File: src/rtl/hdmi_i2c_pkg.sv
// Shared types and byte-command encodings for the HDMI TX I2C
// register-access path.
package hdmi_i2c_pkg;

    typedef enum logic [2:0] {
        ST_IDLE,
        ST_DEV_W,
        ST_REG,
        ST_WDATA,
        ST_DEV_R,
        ST_RDATA,
        ST_ABORT_STOP,
        ST_DONE
    } state_e;

    // Command bit order: {start, stop, read, write, ack_in}
    localparam logic [4:0] CMD_NONE     = 5'b00000;
    localparam logic [4:0] CMD_START_WR = 5'b10010;
    localparam logic [4:0] CMD_WR       = 5'b00010;
    localparam logic [4:0] CMD_WR_STOP  = 5'b01010;
    localparam logic [4:0] CMD_RD_NACK  = 5'b01101;
    localparam logic [4:0] CMD_STOP     = 5'b01000;

    localparam logic [6:0] TX_DEV_ADDR = 7'h39;

    function automatic logic [4:0] state_cmd(input state_e s);
        logic [4:0] c;
        c = CMD_NONE;
        unique case (s)
            ST_DEV_W:      c = CMD_START_WR;
            ST_REG:        c = CMD_WR;
            ST_WDATA:      c = CMD_WR_STOP;
            ST_DEV_R:      c = CMD_START_WR;
            ST_RDATA:      c = CMD_RD_NACK;
            ST_ABORT_STOP: c = CMD_STOP;
            default:       c = CMD_NONE;
        endcase
        return c;
    endfunction

    function automatic logic [7:0] state_din(
        input state_e     s,
        input logic [6:0] dev,
        input logic [7:0] addr,
        input logic [7:0] wdata
    );
        logic [7:0] d;
        d = 8'h00;
        unique case (s)
            ST_DEV_W: d = {dev, 1'b0};
            ST_REG:   d = addr;
            ST_WDATA: d = wdata;
            ST_DEV_R: d = {dev, 1'b1};
            default:  d = 8'h00;
        endcase
        return d;
    endfunction

endpackage

File: src/rtl/i2c_reg_arbiter_rr.sv
// Round-robin grant selection for the I2C register arbiter; the
// search starts one past the last granted requester.
module i2c_rr_arbiter
    import hdmi_i2c_pkg::*;
#(
    parameter int NREQ = 2,
    localparam int IW = (NREQ > 2) ? 2 : 1
) (
    input  logic            clk,
    input  logic            reset,
    input  logic [NREQ-1:0] req,
    input  logic            take,
    output logic            gnt_valid,
    output logic [IW-1:0]   gnt_idx
);

    logic [IW-1:0] last_gnt_q;
    logic [IW-1:0] last_gnt_d;

    // Walk from farthest to nearest so the nearest requester wins.
    always_comb begin
        gnt_valid = 1'b0;
        gnt_idx   = '0;
        for (int k = NREQ; k >= 1; k--) begin
            if (req[(int'(last_gnt_q) + k) % NREQ]) begin
                gnt_valid = 1'b1;
                gnt_idx   = IW'((int'(last_gnt_q) + k) % NREQ);
            end
        end
    end

    always_comb begin
        last_gnt_d = last_gnt_q;
        if (take && gnt_valid) last_gnt_d = gnt_idx;
    end

    always_ff @(posedge clk) begin
        if (reset) last_gnt_q <= IW'(NREQ - 1);
        else       last_gnt_q <= last_gnt_d;
    end

endmodule

File: src/rtl/i2c_reg_arbiter.sv
// Shares one I2C byte controller between NREQ register-access
// requesters: grants, sequences byte commands, checks ACKs.
module i2c_reg_arbiter
    import hdmi_i2c_pkg::*;
#(
    parameter int NREQ        = 2,
    parameter int TIMEOUT_CYC = 65535
) (
    input  logic              clk,
    input  logic              reset,
    input  logic [NREQ-1:0]   req,
    input  logic [NREQ-1:0]   req_rnw,
    input  logic [7*NREQ-1:0] req_dev,
    input  logic [8*NREQ-1:0] req_reg,
    input  logic [8*NREQ-1:0] req_wdata,
    output logic [NREQ-1:0]   done,
    output logic              err,
    output logic              al,
    output logic [7:0]        rdata,
    output logic              busy,
    output logic              i2c_start,
    output logic              i2c_stop,
    output logic              i2c_read,
    output logic              i2c_write,
    output logic              i2c_ack_in,
    output logic [7:0]        i2c_din,
    input  logic              i2c_cmd_ack,
    input  logic              i2c_ack_out,
    input  logic [7:0]        i2c_dout,
    input  logic              i2c_al
);

    localparam int IW = (NREQ > 2) ? 2 : 1;
    localparam logic [15:0] TMO_LAST = 16'(TIMEOUT_CYC - 1);

    state_e          state_q, state_d;
    logic [IW-1:0]   gnt_q, gnt_d;
    logic            rnw_q, rnw_d;
    logic [6:0]      dev_q, dev_d;
    logic [7:0]      addr_q, addr_d;
    logic [7:0]      wdata_q, wdata_d;
    logic [4:0]      cmd_q, cmd_d;
    logic [7:0]      din_q, din_d;
    logic            issued_q, issued_d;
    logic [15:0]     tmo_q, tmo_d;
    logic [NREQ-1:0] done_q, done_d;
    logic            err_q, err_d;
    logic            al_q, al_d;
    logic [7:0]      rdata_q, rdata_d;
    logic            busy_q, busy_d;

    logic            gnt_valid;
    logic [IW-1:0]   gnt_idx;
    logic            take;
    logic            cmd_done;
    logic            tmo_hit;

    assign take     = (state_q == ST_IDLE);
    assign cmd_done = (cmd_q != CMD_NONE) && i2c_cmd_ack;
    assign tmo_hit  = (cmd_q != CMD_NONE) && (tmo_q == TMO_LAST);

    i2c_rr_arbiter #(.NREQ(NREQ)) u_rr (
        .clk       (clk),
        .reset     (reset),
        .req       (req),
        .take      (take),
        .gnt_valid (gnt_valid),
        .gnt_idx   (gnt_idx)
    );

    always_comb begin
        state_d  = state_q;
        gnt_d    = gnt_q;
        rnw_d    = rnw_q;
        dev_d    = dev_q;
        addr_d   = addr_q;
        wdata_d  = wdata_q;
        cmd_d    = cmd_q;
        din_d    = din_q;
        issued_d = issued_q;
        tmo_d    = '0;
        done_d   = '0;
        err_d    = err_q;
        al_d     = al_q;
        rdata_d  = rdata_q;
        busy_d   = busy_q;
        case (state_q)
            ST_IDLE: begin
                if (gnt_valid) begin
                    state_d = ST_DEV_W;
                    gnt_d   = gnt_idx;
                    rnw_d   = req_rnw[gnt_idx];
                    dev_d   = req_dev[int'(gnt_idx)*7 +: 7];
                    addr_d  = req_reg[int'(gnt_idx)*8 +: 8];
                    wdata_d = req_wdata[int'(gnt_idx)*8 +: 8];
                    busy_d  = 1'b1;
                    err_d   = 1'b0;
                    al_d    = 1'b0;
                end
            end
            ST_DONE: state_d = ST_IDLE;
            default: begin
                tmo_d = tmo_q + 16'd1;
                if (i2c_al) begin
                    // Bus is no longer ours, so no stop is attempted.
                    cmd_d   = CMD_NONE;
                    err_d   = 1'b1;
                    al_d    = 1'b1;
                    state_d = ST_DONE;
                end else if (cmd_done) begin
                    cmd_d = CMD_NONE;
                    unique case (state_q)
                        ST_DEV_W:
                            state_d = i2c_ack_out ? ST_ABORT_STOP : ST_REG;
                        ST_REG:
                            state_d = i2c_ack_out ? ST_ABORT_STOP
                                    : (rnw_q ? ST_DEV_R : ST_WDATA);
                        ST_WDATA:
                            state_d = i2c_ack_out ? ST_ABORT_STOP : ST_DONE;
                        ST_DEV_R:
                            state_d = i2c_ack_out ? ST_ABORT_STOP : ST_RDATA;
                        ST_RDATA: begin
                            rdata_d = i2c_dout;
                            state_d = ST_DONE;
                        end
                        default: state_d = ST_DONE;
                    endcase
                    if (i2c_ack_out && state_q != ST_RDATA
                        && state_q != ST_ABORT_STOP) err_d = 1'b1;
                end else if (tmo_hit) begin
                    cmd_d   = CMD_NONE;
                    err_d   = 1'b1;
                    state_d = (state_q == ST_ABORT_STOP) ? ST_DONE
                                                         : ST_ABORT_STOP;
                end else if (cmd_q == CMD_NONE && !issued_q) begin
                    cmd_d    = state_cmd(state_q);
                    din_d    = state_din(state_q, dev_q, addr_q, wdata_q);
                    issued_d = 1'b1;
                    tmo_d    = '0;
                end
            end
        endcase
        if (state_d != state_q) issued_d = 1'b0;
        if (state_d == ST_DONE && state_q != ST_DONE) begin
            done_d[gnt_q] = 1'b1;
            busy_d        = 1'b0;
        end
    end

    always_ff @(posedge clk) begin
        if (reset) begin
            state_q  <= ST_IDLE;
            gnt_q    <= '0;
            rnw_q    <= 1'b0;
            dev_q    <= '0;
            addr_q   <= '0;
            wdata_q  <= '0;
            cmd_q    <= CMD_NONE;
            din_q    <= '0;
            issued_q <= 1'b0;
            tmo_q    <= '0;
            done_q   <= '0;
            err_q    <= 1'b0;
            al_q     <= 1'b0;
            rdata_q  <= '0;
            busy_q   <= 1'b0;
        end else begin
            state_q  <= state_d;
            gnt_q    <= gnt_d;
            rnw_q    <= rnw_d;
            dev_q    <= dev_d;
            addr_q   <= addr_d;
            wdata_q  <= wdata_d;
            cmd_q    <= cmd_d;
            din_q    <= din_d;
            issued_q <= issued_d;
            tmo_q    <= tmo_d;
            done_q   <= done_d;
            err_q    <= err_d;
            al_q     <= al_d;
            rdata_q  <= rdata_d;
            busy_q   <= busy_d;
        end
    end

    assign {i2c_start, i2c_stop, i2c_read, i2c_write, i2c_ack_in} = cmd_q;
    assign i2c_din = din_q;
    assign done    = done_q;
    assign err     = err_q;
    assign al      = al_q;
    assign rdata   = rdata_q;
    assign busy    = busy_q;

endmodule
File: config.mk
export PLATFORM = sky130hd
export DESIGN_NAME = i2c_reg_arbiter
export DESIGN_NICKNAME = d
export VERILOG_FILES = /design/src/rtl/hdmi_i2c_pkg.sv /design/src/rtl/i2c_reg_arbiter_rr.sv /design/src/rtl/i2c_reg_arbiter.sv
export SDC_FILE = /design/constraint.sdc
export NUM_CORES = 1
export LEC_CHECK = 0
export CAP_MARGIN = 20
export CORE_MARGIN = 2
export CORE_UTILIZATION = 40
export DETAILED_ROUTE_END_ITERATION = 6
export PLACE_DENSITY = 0.68
export SLEW_MARGIN = 20
export SYNTH_ARGS = -nofsm -noshare
export SYNTH_HDL_FRONTEND = slang
export SYNTH_HIERARCHICAL = 1
export SYNTH_SLANG_ARGS = --single-unit
File: constraint.sdc
create_clock -name clk -period 3.76 [get_ports clk]
set_clock_uncertainty 0.1 [all_clocks]
set_input_delay 0.564 -clock clk [delete_from_list [all_inputs] [get_ports clk]]
set_output_delay 0.564 -clock clk [all_outputs]
set_load 0.1 [all_outputs]
==> results of run 1 <==
==> cell usage in the layout (no fill, tap or decap), drive strengths merged, types with 3 or more instances in the layout <==
cell	count
a211oi	34
a21oi	13
a311oi	3
and3	4
buf	5
clkbuf	9
clkdlybuf4s50	87
clkinv	3
dfxtp	71
inv	7
mux2i	42
nand2	12
nand2b	3
nand3	7
nand4	4
nor2	83
nor3	7
o21ai	6
or2	4
xnor2	7
xor2	9
==> cell type report <==
cell class / instances / area (sq um) / share of cell area
Timing Repair Buffer: 92 / 906 / 0.203
Clock buffer: 9 / 124 / 0.0278
Tap cell: 105 / 131 / 0.0294
Sequential cell: 71 / 1420 / 0.319
Inverter: 7 / 26.3 / 0.00589
Clock inverter: 6 / 86.3 / 0.0193
Multi-Input combinational cell: 274 / 1770 / 0.396
==> metal layers <==
layer | vias to the layer above | GRT usage | routed length (um)
li1 | 1499 | - | -
met1 | 1263 | 0.229 | 3700
met2 | 78 | 0.269 | 3320
met3 | 4 | 0.0443 | 437
met4 | 0 | 0.0652 | 61
met5 | - | 0 | 0
==> stage by stage <==
stage               setup WS [ns]  area (sq um)
floorplan                    1.23          3320
global placement             1.17          4250
detailed placement           1.11          4250
CTS                          1.14          4460
global route                 1.07          4460
finish                       1.16          4460
==> flip-flops by register name, summed over array words and instances, names as in the netlist <==
| signal | flops |
|---|---|
| err | 1 |
| done | 2 |
| state_q | 3 |
| gnt_q | 1 |
| cmd_q | 4 |
| rdata | 8 |
| u_rr/last_gnt_q | 1 |
| i2c_din | 8 |
| rnw_q | 1 |
| tmo_q | 16 |
| wdata_q | 8 |
| al | 1 |
| issued_q | 1 |
| dev_q | 7 |
| busy | 1 |
| addr_q | 8 |
==> final timing paths <==
path,from,endpoint,slack [ns],depth (start not counted)
max,cmd_q[2],i2c_ack_in,1.16,1
min,tmo_q[0],tmo_q[0],0.40,1
max reg2reg,state_q[2],done[1],1.24,5
min reg2reg,tmo_q[0],tmo_q[0],0.40,1
==> kinds of logic after synthesis <==
group                      after synthesis  share of synthesized area
AOI/OAI and AO/OA                       74                      0.160
xor gates and xnor gates                16                     0.0422
adders and majority gates                2                    0.00753
buffers and inverters                   35                     0.0437
DFF                                     71                      0.428
muxes                                   42                      0.127
and+or+nand+nor                        140                      0.192
==> cell usage after synthesis (3+ instances only) <==
master / n / area (sq um)
nor2_1: 83 / 312
dfxtp_1: 71 / 1420
mux2i_1: 42 / 420
a211oi_1: 34 / 255
clkbuf_1: 19 / 71.3
a21oi_1: 13 / 65.1
nand2_1: 12 / 45.0
xor2_1: 9 / 78.8
buf_2: 8 / 40.0
inv_1: 7 / 26.3
nand3_1: 7 / 35.0
nor3_1: 7 / 35.0
xnor2_1: 7 / 61.3
o21ai_0: 6 / 30.0
and3_1: 4 / 25.0
nand4_1: 4 / 25.0
nand2b_1: 3 / 18.8
or2_2: 3 / 18.8
==> power groups by stage <==
stage | clock (uW) | sequential (uW) | combinational [uW]
CTS | 666 | 1060 | 1390
detailed placement | 0 | 1070 | 1390
finish | 650 | 1060 | 1380
global route | 702 | 1080 | 1510
floorplan | 0 | 1410 | 707
global placement | 0 | 1070 | 1380
==> results.sh, run 1 <==
export IMPL_setup_tns_ns=0
export IMPL_total_power_uw=3090
export IMPL_placed_cells=549
export IMPL_drtPass1Iterations=4
export IMPL_insertedDiodeCount=0
export IMPL_crit_fanout=5
export IMPL_final_util=0.549
export IMPL_async_reset_ff_frac=0
export IMPL_power_share_switching=0.434
export IMPL_rsz0062_at_grt="no"
export IMPL_place_gp_congestion=0.833
export IMPL_grt_pass1_wl_um=12100
export IMPL_ys_types=49
export IMPL_p_seq_frac=0.342
export IMPL_rows=33
export IMPL_ir_drop_v=0.000371
export IMPL_drive_above_1_share=0.0610
export IMPL_ant_nets=0
export IMPL_post_cts_buffers=0
export IMPL_vias_per_cell=5.04
export IMPL_syn_avg_cell_area_sq_um=8.74
export IMPL_yosysSeqAreaShare=0.428
export IMPL_crit_buf_inv=1
export IMPL_grt_use_total=0.172
export IMPL_antenna_found_initial=0
export IMPL_syn_inst=380
export IMPL_required_ns=3.10
export IMPL_cts_buffers=9
export IMPL_cts_hold_buf=0
export IMPL_dpl_hpwl_um=5630
export IMPL_routed_wirelength_um=7530
export IMPL_postCtsResizedCells=0
export IMPL_drc=0
export IMPL_synth_seq_cells=71
export IMPL_combPwrFrac=0.447
export IMPL_worst_pin_slew_ns=0.988
export IMPL_cts_tree="done"
export IMPL_synth_enable_flop_cells=0
export IMPL_p_per_area_nw_per_um2=692
export IMPL_grt_max_degree=52
export IMPL_die_y_um=95.1
export IMPL_cts_sinks=71
export IMPL_min_path_type="flop to flop"
export IMPL_cts_root_buf="clkbuf_8"
export IMPL_timing_final_crit_share=0.691
export IMPL_htree_levels=3
export IMPL_crit_slowest_cell="clkdlybuf4s50_1"
export IMPL_cap_violations=0
export IMPL_synth_fp_nets=445
export IMPL_drt_initial_drc_count=108
export IMPL_synth_warnings=6
export IMPL_die_area_sq_um=9050
export IMPL_power_switching_uw=1340
export IMPL_p_leak_uw=0.00167
export IMPL_cp_start_kind="flop"
export IMPL_worstPathArrival_ns=1.93
export IMPL_syn_to_final_growth_pct=34.4
export IMPL_path_clk_slew_ns=0.08
export IMPL_crit_chain="clkdlybuf4s50_1"
export IMPL_initial_core_util=0.408
export IMPL_timing_fmax_mhz=385
export IMPL_fin_hold_ws_ns=0.395
export IMPL_die_w_um=95.1
export IMPL_slew_violations=0
export IMPL_post_route_min_period_ns=2.60
export IMPL_fillCellCount=755
export IMPL_intPower_uw=1750
export IMPL_setup_viol_count_final=0
export IMPL_insertion_delay_ns=0.34
export IMPL_crit_family="buffers and inverters"
export IMPL_p_clk_frac=0.210
export IMPL_port_buffers=88
export IMPL_vias=2844
export IMPL_stdcell_count=564
export IMPL_critPathMaxStageDelay_ns=1.17
export IMPL_hold_viol=0
export IMPL_timing_worst_setup_path_type="flop to output pin"
export IMPL_endpoint_kind="output pin"
export IMPL_clockBufferDepth=2
export IMPL_synthFlopType="dfxtp_1"
export IMPL_outcome="completed"
export IMPL_nets=520
export IMPL_slew_headroom=0.339
export IMPL_io_pins=89
export IMPL_post_drt_wl_per_cell_um=13.3
export IMPL_synth_area_sq_um=3320
export IMPL_grt_pass1_vias=2579
export IMPL_core_area_sq_um=8130
export IMPL_overflow=0
(Power assumes the default switching activity.)
==> inputs of run 2 (changes only) <==
Settings changed: PLACE_DENSITY 0.68 to 0.71.
Clock period 3.76 ns to 2.1 ns, I/O delays scaled along.
==> results.sh, run 2 (synthesis gave the netlist of run 1 again) <==
export IMPL_outcome="completed"
export IMPL_rsz0062_at_grt="no"
export IMPL_cts_tree="done"
export IMPL_worstPathArrival_ns=2.21
export IMPL_timing_final_crit_share=0.968
export IMPL_ir_drop_v=0.000837
export IMPL_post_route_min_period_ns=2.03
export IMPL_drive_above_1_share=0.200
export IMPL_grt_use_total=0.185
export IMPL_min_from="reset"
export IMPL_critPathLaunch="cmd_q[1]"
export IMPL_cts_root_buf="clkbuf_8"
export IMPL_drc=0
export IMPL_crit_fanout=4
export IMPL_overflow=0
export IMPL_endpoint_kind="flop"
export IMPL_cts_hold_buf=0
export IMPL_antenna_found_initial=0
export IMPL_p_leak_uw=0.00190
export IMPL_cts_sinks=71
export IMPL_insertedDiodeCount=0
export IMPL_vias_per_cell=5.05
export IMPL_post_dp_cell_area_sq_um=4490
export IMPL_nets=551
export IMPL_post_cts_buffers=0
export IMPL_core_area_sq_um=8130
export IMPL_crit_chain="o41ai_4 > buf_4 > nor2_1 > a211oi_1 > o2bb2ai_1 > and2b_1 > and4_1"
export IMPL_layout_common_cells="82 x nor2_1, 66 x dfxtp_1, 61 x clkdlybuf4s50_1"
export IMPL_cts_buffers=9
export IMPL_routed_wirelength_um=7950
export IMPL_required_ns=2.28
export IMPL_final_common_cell="nor2_1"
export IMPL_rr_startpoint="cmd_q[1]"
export IMPL_initial_core_util=0.408
export IMPL_grt_pass1_vias=2890
export IMPL_clockBufferDepth=2
export IMPL_syn_to_final_growth_pct=41.8
export IMPL_path_clk_slew_ns=0.07
export IMPL_port_buffers=88
export IMPL_cap_violations=0
export IMPL_top_register="tmo_q"
export IMPL_vias=3010
export IMPL_io_pins=89
export IMPL_htree_levels=3
export IMPL_drtPass1Iterations=4
export IMPL_critPathMaxStageDelay_ns=0.43
export IMPL_hold_viol=0
export IMPL_dpl_hpwl_um=6010
export IMPL_stdcell_area_sq_um=4710
export IMPL_crit_buf_inv=1
export IMPL_setup_viol_count_final=0
export IMPL_grt_max_degree=53
export IMPL_worst_pin_slew_ns=0.359
export IMPL_die_area_sq_um=9050
export IMPL_crit_slowest_cell="o41ai_4"
export IMPL_ant_nets=0
export IMPL_die_y_um=95.1
export IMPL_rows=33
export IMPL_die_w_um=95.1
export IMPL_drt_initial_drc_count=84
export IMPL_slew_violations=0
export IMPL_grt_pass1_wl_um=13000
export IMPL_total_power_uw=5610
export IMPL_post_drt_wl_per_cell_um=13.3
export IMPL_place_gp_congestion=0.877
export IMPL_p_per_area_nw_per_um2=1190
export IMPL_crit_family="compound AO/OA/AOI/OAI gates"
export IMPL_min_path_type="input pin to flop"
export IMPL_largest_reg_flops=16
export IMPL_insertion_delay_ns=0.34
export IMPL_slew_headroom=0.760
export IMPL_cp_start_kind="flop"
export IMPL_timing_worst_setup_path_type="flop to flop"
export IMPL_timing_fmax_mhz=492
## run 2: cell types whose count changed in the layout (fill, tap and decap cells not counted), moves of 2 or more
cell             change
dfxtp_2              +2
dfxtp_4              +3
dfxtp_1              -5
clkbuf_8             +2
clkdlybuf4s50_1     -26
buf_4               +53
buf_12               +4
bufinv_16            -2
## run 2: metrics by stage
step / hold slack (ns) / TNS [ns] / worst slack [ns] / util / cells
detailed placement: 0.391 / -0.276 / -0.0947 / 0.551 / 580
global placement: 0.380 / -0.0362 / -0.0321 / 0.551 / 580
CTS: 0.346 / 0 / 0.00641 / 0.575 / 596
finish: 0.351 / 0 / 0.0665 / 0.579 / 596
global route: 0.369 / 0 / 0.00641 / 0.579 / 596
floorplan: 0.325 / -0.324 / -0.114 / - / 380
## run 2: cell type report
cell class                      instances  area, sq um
Clock buffer                           11          151
Clock inverter                          5         31.3
Fill cell                             736         3420
Inverter                                7         26.3
Multi-Input combinational cell        274         1810
Sequential cell                        71         1440
Tap cell                              105          131
Timing Repair Buffer                  123         1120
## run 2: power breakdown
| part | switching, uW | total (uW) | internal, uW |
|---|---|---|---|
| Clock | 501 | 992 | 491 |
| Sequential | 217 | 1870 | 1660 |
| Combinational | 1740 | 2750 | 1010 |
| Total | 2450 | 5610 | 3160 |
## run 2: tightest hold or removal path: cells and delay by family
kind                   cells  cell delay [ns]
buffers and inverters      2             0.32
AND/OR/NAND/NOR            1             0.11
## run 2: metal layers
layer / up-vias / wire length, um / global-route usage / part of all wire
met5: - / 0 / 0 / 0
met4: 0 / 130 / 0.0833 / 0.016
met3: 9 / 349 / 0.0364 / 0.044
met2: 75 / 3850 / 0.309 / 0.48
met1: 1372 / 3630 / 0.229 / 0.46
li1: 1554 / - / - / -
## run 2: worst paths after layout
path                                  to  slack [ns]  cells after the start
worst max-delay path             done[1]        0.07                      7
worst min-delay path               gnt_q        0.35                      3
worst max register to register   done[1]        0.07                      7
worst min register to register  dev_q[5]        0.40                      2
## run 2: what timing repair did
item | CTS | global route
pin swaps | 0 | 3
setup endpoints to repair | 3 | 15
gates resized for setup | 1 | 9
==> inputs of run 3 (changes only) <==
Settings changed: CORE_UTILIZATION 40 to 44, PLACE_DENSITY 0.71 to 0.76, SYNTH_HIERARCHICAL 1 to default, TNS_END_PERCENT from default to 30.
==> results.sh, run 3 <==
export IMPL_drt_initial_drc_count=125
export IMPL_required_ns=2.26
export IMPL_grtUsageMet3=0.0586
export IMPL_r2r_cells=8
export IMPL_insertion_delay_ns=0.35
export IMPL_insertedDiodeCount=0
export IMPL_stdcell_count=592
export IMPL_slew_violations=0
export IMPL_syn_avg_cell_area_sq_um=9.10
export IMPL_p_leak_uw=0.00202
export IMPL_cap_violations=0
export IMPL_place_gp_congestion=0.947
export IMPL_grt_use_met2=0.344
export IMPL_layout_common_cells="76 x nor2_1, 65 x dfxtp_1, 61 x clkdlybuf4s50_1"
export IMPL_port_buffers=88
export IMPL_rsz0062_at_grt="yes"
export IMPL_ir_drop_v=0.000481
export IMPL_syn_to_final_growth_pct=38.7
export IMPL_critPathMaxStageDelay_ns=0.38
export IMPL_timing_final_crit_share=0.954
export IMPL_drive_above_1_share=0.229
export IMPL_core_area_sq_um=7650
export IMPL_die_w_um=92.5
export IMPL_grt_max_degree=49
export IMPL_top_register="tmo_q"
export IMPL_drtPass1Iterations=4
export IMPL_syn_inst=379
export IMPL_cts_root_buf="clkbuf_8"
export IMPL_worstPathArrival_ns=2.17
export IMPL_async_reset_ff_frac=0
export IMPL_cp_start_kind="flop"
export IMPL_placed_cells=574
export IMPL_hold_depth=2
export IMPL_synth_common_cells="76 x nor2_1, 71 x dfxtp_1, 34 x mux2i_1"
export IMPL_synth_enable_flop_cells=0
export IMPL_grt_busiest_layer="met2"
export IMPL_hold_viol=0
export IMPL_antenna_found_initial=0
export IMPL_path_clk_slew_ns=0.08
export IMPL_use_met1=0.261
export IMPL_ys_types=61
export IMPL_worst_pin_slew_ns=0.477
export IMPL_endpoint_kind="flop"
export IMPL_yosysSeqAreaShare=0.412
export IMPL_outcome="completed"
export IMPL_cts_buffers=9
export IMPL_synth_seq_cells=71
export IMPL_die_y_um=92.5
export IMPL_synthMostInstantiatedCell="nor2_1"
export IMPL_crit_slowest_cell="mux2_2"
export IMPL_overflow=0
export IMPL_grt_pass1_vias=3061
export IMPL_setup_viol_count_final=0
export IMPL_initial_core_util=0.451
export IMPL_stdcell_area_sq_um=4780
export IMPL_largest_reg_flops=16
export IMPL_p_per_area_nw_per_um2=920
export IMPL_post_route_min_period_ns=2.00
export IMPL_synth_fp_nets=444
export IMPL_rows=32
export IMPL_grt_use_total=0.208
export IMPL_total_power_uw=4400
export IMPL_min_path_type="input pin to flop"
export IMPL_post_drt_wl_per_cell_um=14.3
export IMPL_setup_tns_ns=0
export IMPL_crit_fanout=3
export IMPL_timing_fmax_mhz=499
export IMPL_crit_chain="inv_1 > ha_1 > nand4_1 > nor4_4 > mux2_2 > a41o_1 > mux2i_1 > nor4_2"
export IMPL_vias=3157
export IMPL_clockBufferDepth=2
export IMPL_grt_pass1_wl_um=14300
export IMPL_ant_nets=0
export IMPL_die_area_sq_um=8560
export IMPL_cts_sinks=71
export IMPL_timing_worst_setup_path_type="flop to flop"
export IMPL_slew_headroom=0.682
export IMPL_htree_levels=3
export IMPL_dpl_hpwl_um=6350
export IMPL_nets=550
export IMPL_synthTopCellsByArea="dfxtp_1 41%, mux2i_1 9.9%, nor2_1 8.3%"
export IMPL_cts_tree="done"
export IMPL_synthFlopType="dfxtp_1"
export IMPL_io_pins=89
export IMPL_post_dp_cell_area_sq_um=4550
export IMPL_final_util=0.625
export IMPL_synth_largest_area_cell="dfxtp_1"
export IMPL_synth_area_sq_um=3450
export IMPL_synth_top_area_frac=0.412
export IMPL_routed_wirelength_um=8460
export IMPL_vias_per_cell=5.33
export IMPL_final_common_cell="nor2_1"
export IMPL_synth_warnings=0
export IMPL_drc=0
[run 3: area by class of cell]
class	instances	area, sq um
clock inverter	6	68.8
clock buffer	10	138
timing repair buffer	124	1110
fill	646	2870
sequential	71	1430
inverter	4	15.0
multi-input combinational	275	1900
tap	102	128
[run 3: final timing paths]
path         startpoint  slack (ns)       end
max            tmo_q[0]         0.1  issued_q
min               reset        0.13      busy
max reg2reg    tmo_q[0]         0.1  issued_q
min reg2reg    cmd_q[1]        0.38  cmd_q[1]
[run 3: routing by layer]
layer | wire [um] | vias up | part of all wire
li1 | - | 1586 | -
met1 | 3810 | 1482 | 0.45
met2 | 4100 | 78 | 0.48
met3 | 406 | 11 | 0.048
met4 | 142 | 0 | 0.017
met5 | 0 | - | 0
[run 3: repair_timing]
action                     CTS  global route
setup endpoints to repair    0            18
hold buffers                 0             0
resized for setup            0             5
setup buffers                0             2
[run 3: cell families after synthesis]
group                      after synthesis  synth area share
DFF                                     71             0.412
buffers and inverters                   33            0.0435
muxes                                   43             0.128
adders and majority gates                2           0.00726
xor gates and xnor gates                15            0.0381
AOI/OAI and AO/OA                       72             0.155
and+or+nand+nor                        143             0.216
[run 3: per-stage QoR]
stage	hold WS, ns	worst slack (ns)
after floorplan	0.349	0.00267
after global placement	0.365	-0.0300
after detailed placement	0.367	-0.0661
after CTS	0.121	0.0317
after global routing	0.135	-0.0316
final	0.131	0.0958
[run 3: power by group]
part | internal (uW) | switching [uW]
registers | 1520 | 136
logic | 664 | 952
clock network | 586 | 539
total | 2770 | 1630
[run 3: critical path: cells and delay by family (launching register included)]
family,cells,cell delay (ns)
muxes,2,0.51
AOI/OAI and AO/OA,1,0.20
and+or+nand+nor,3,0.59
DFF,1,0.32
buffers and inverters,1,0.06
adders and majority gates,1,0.14
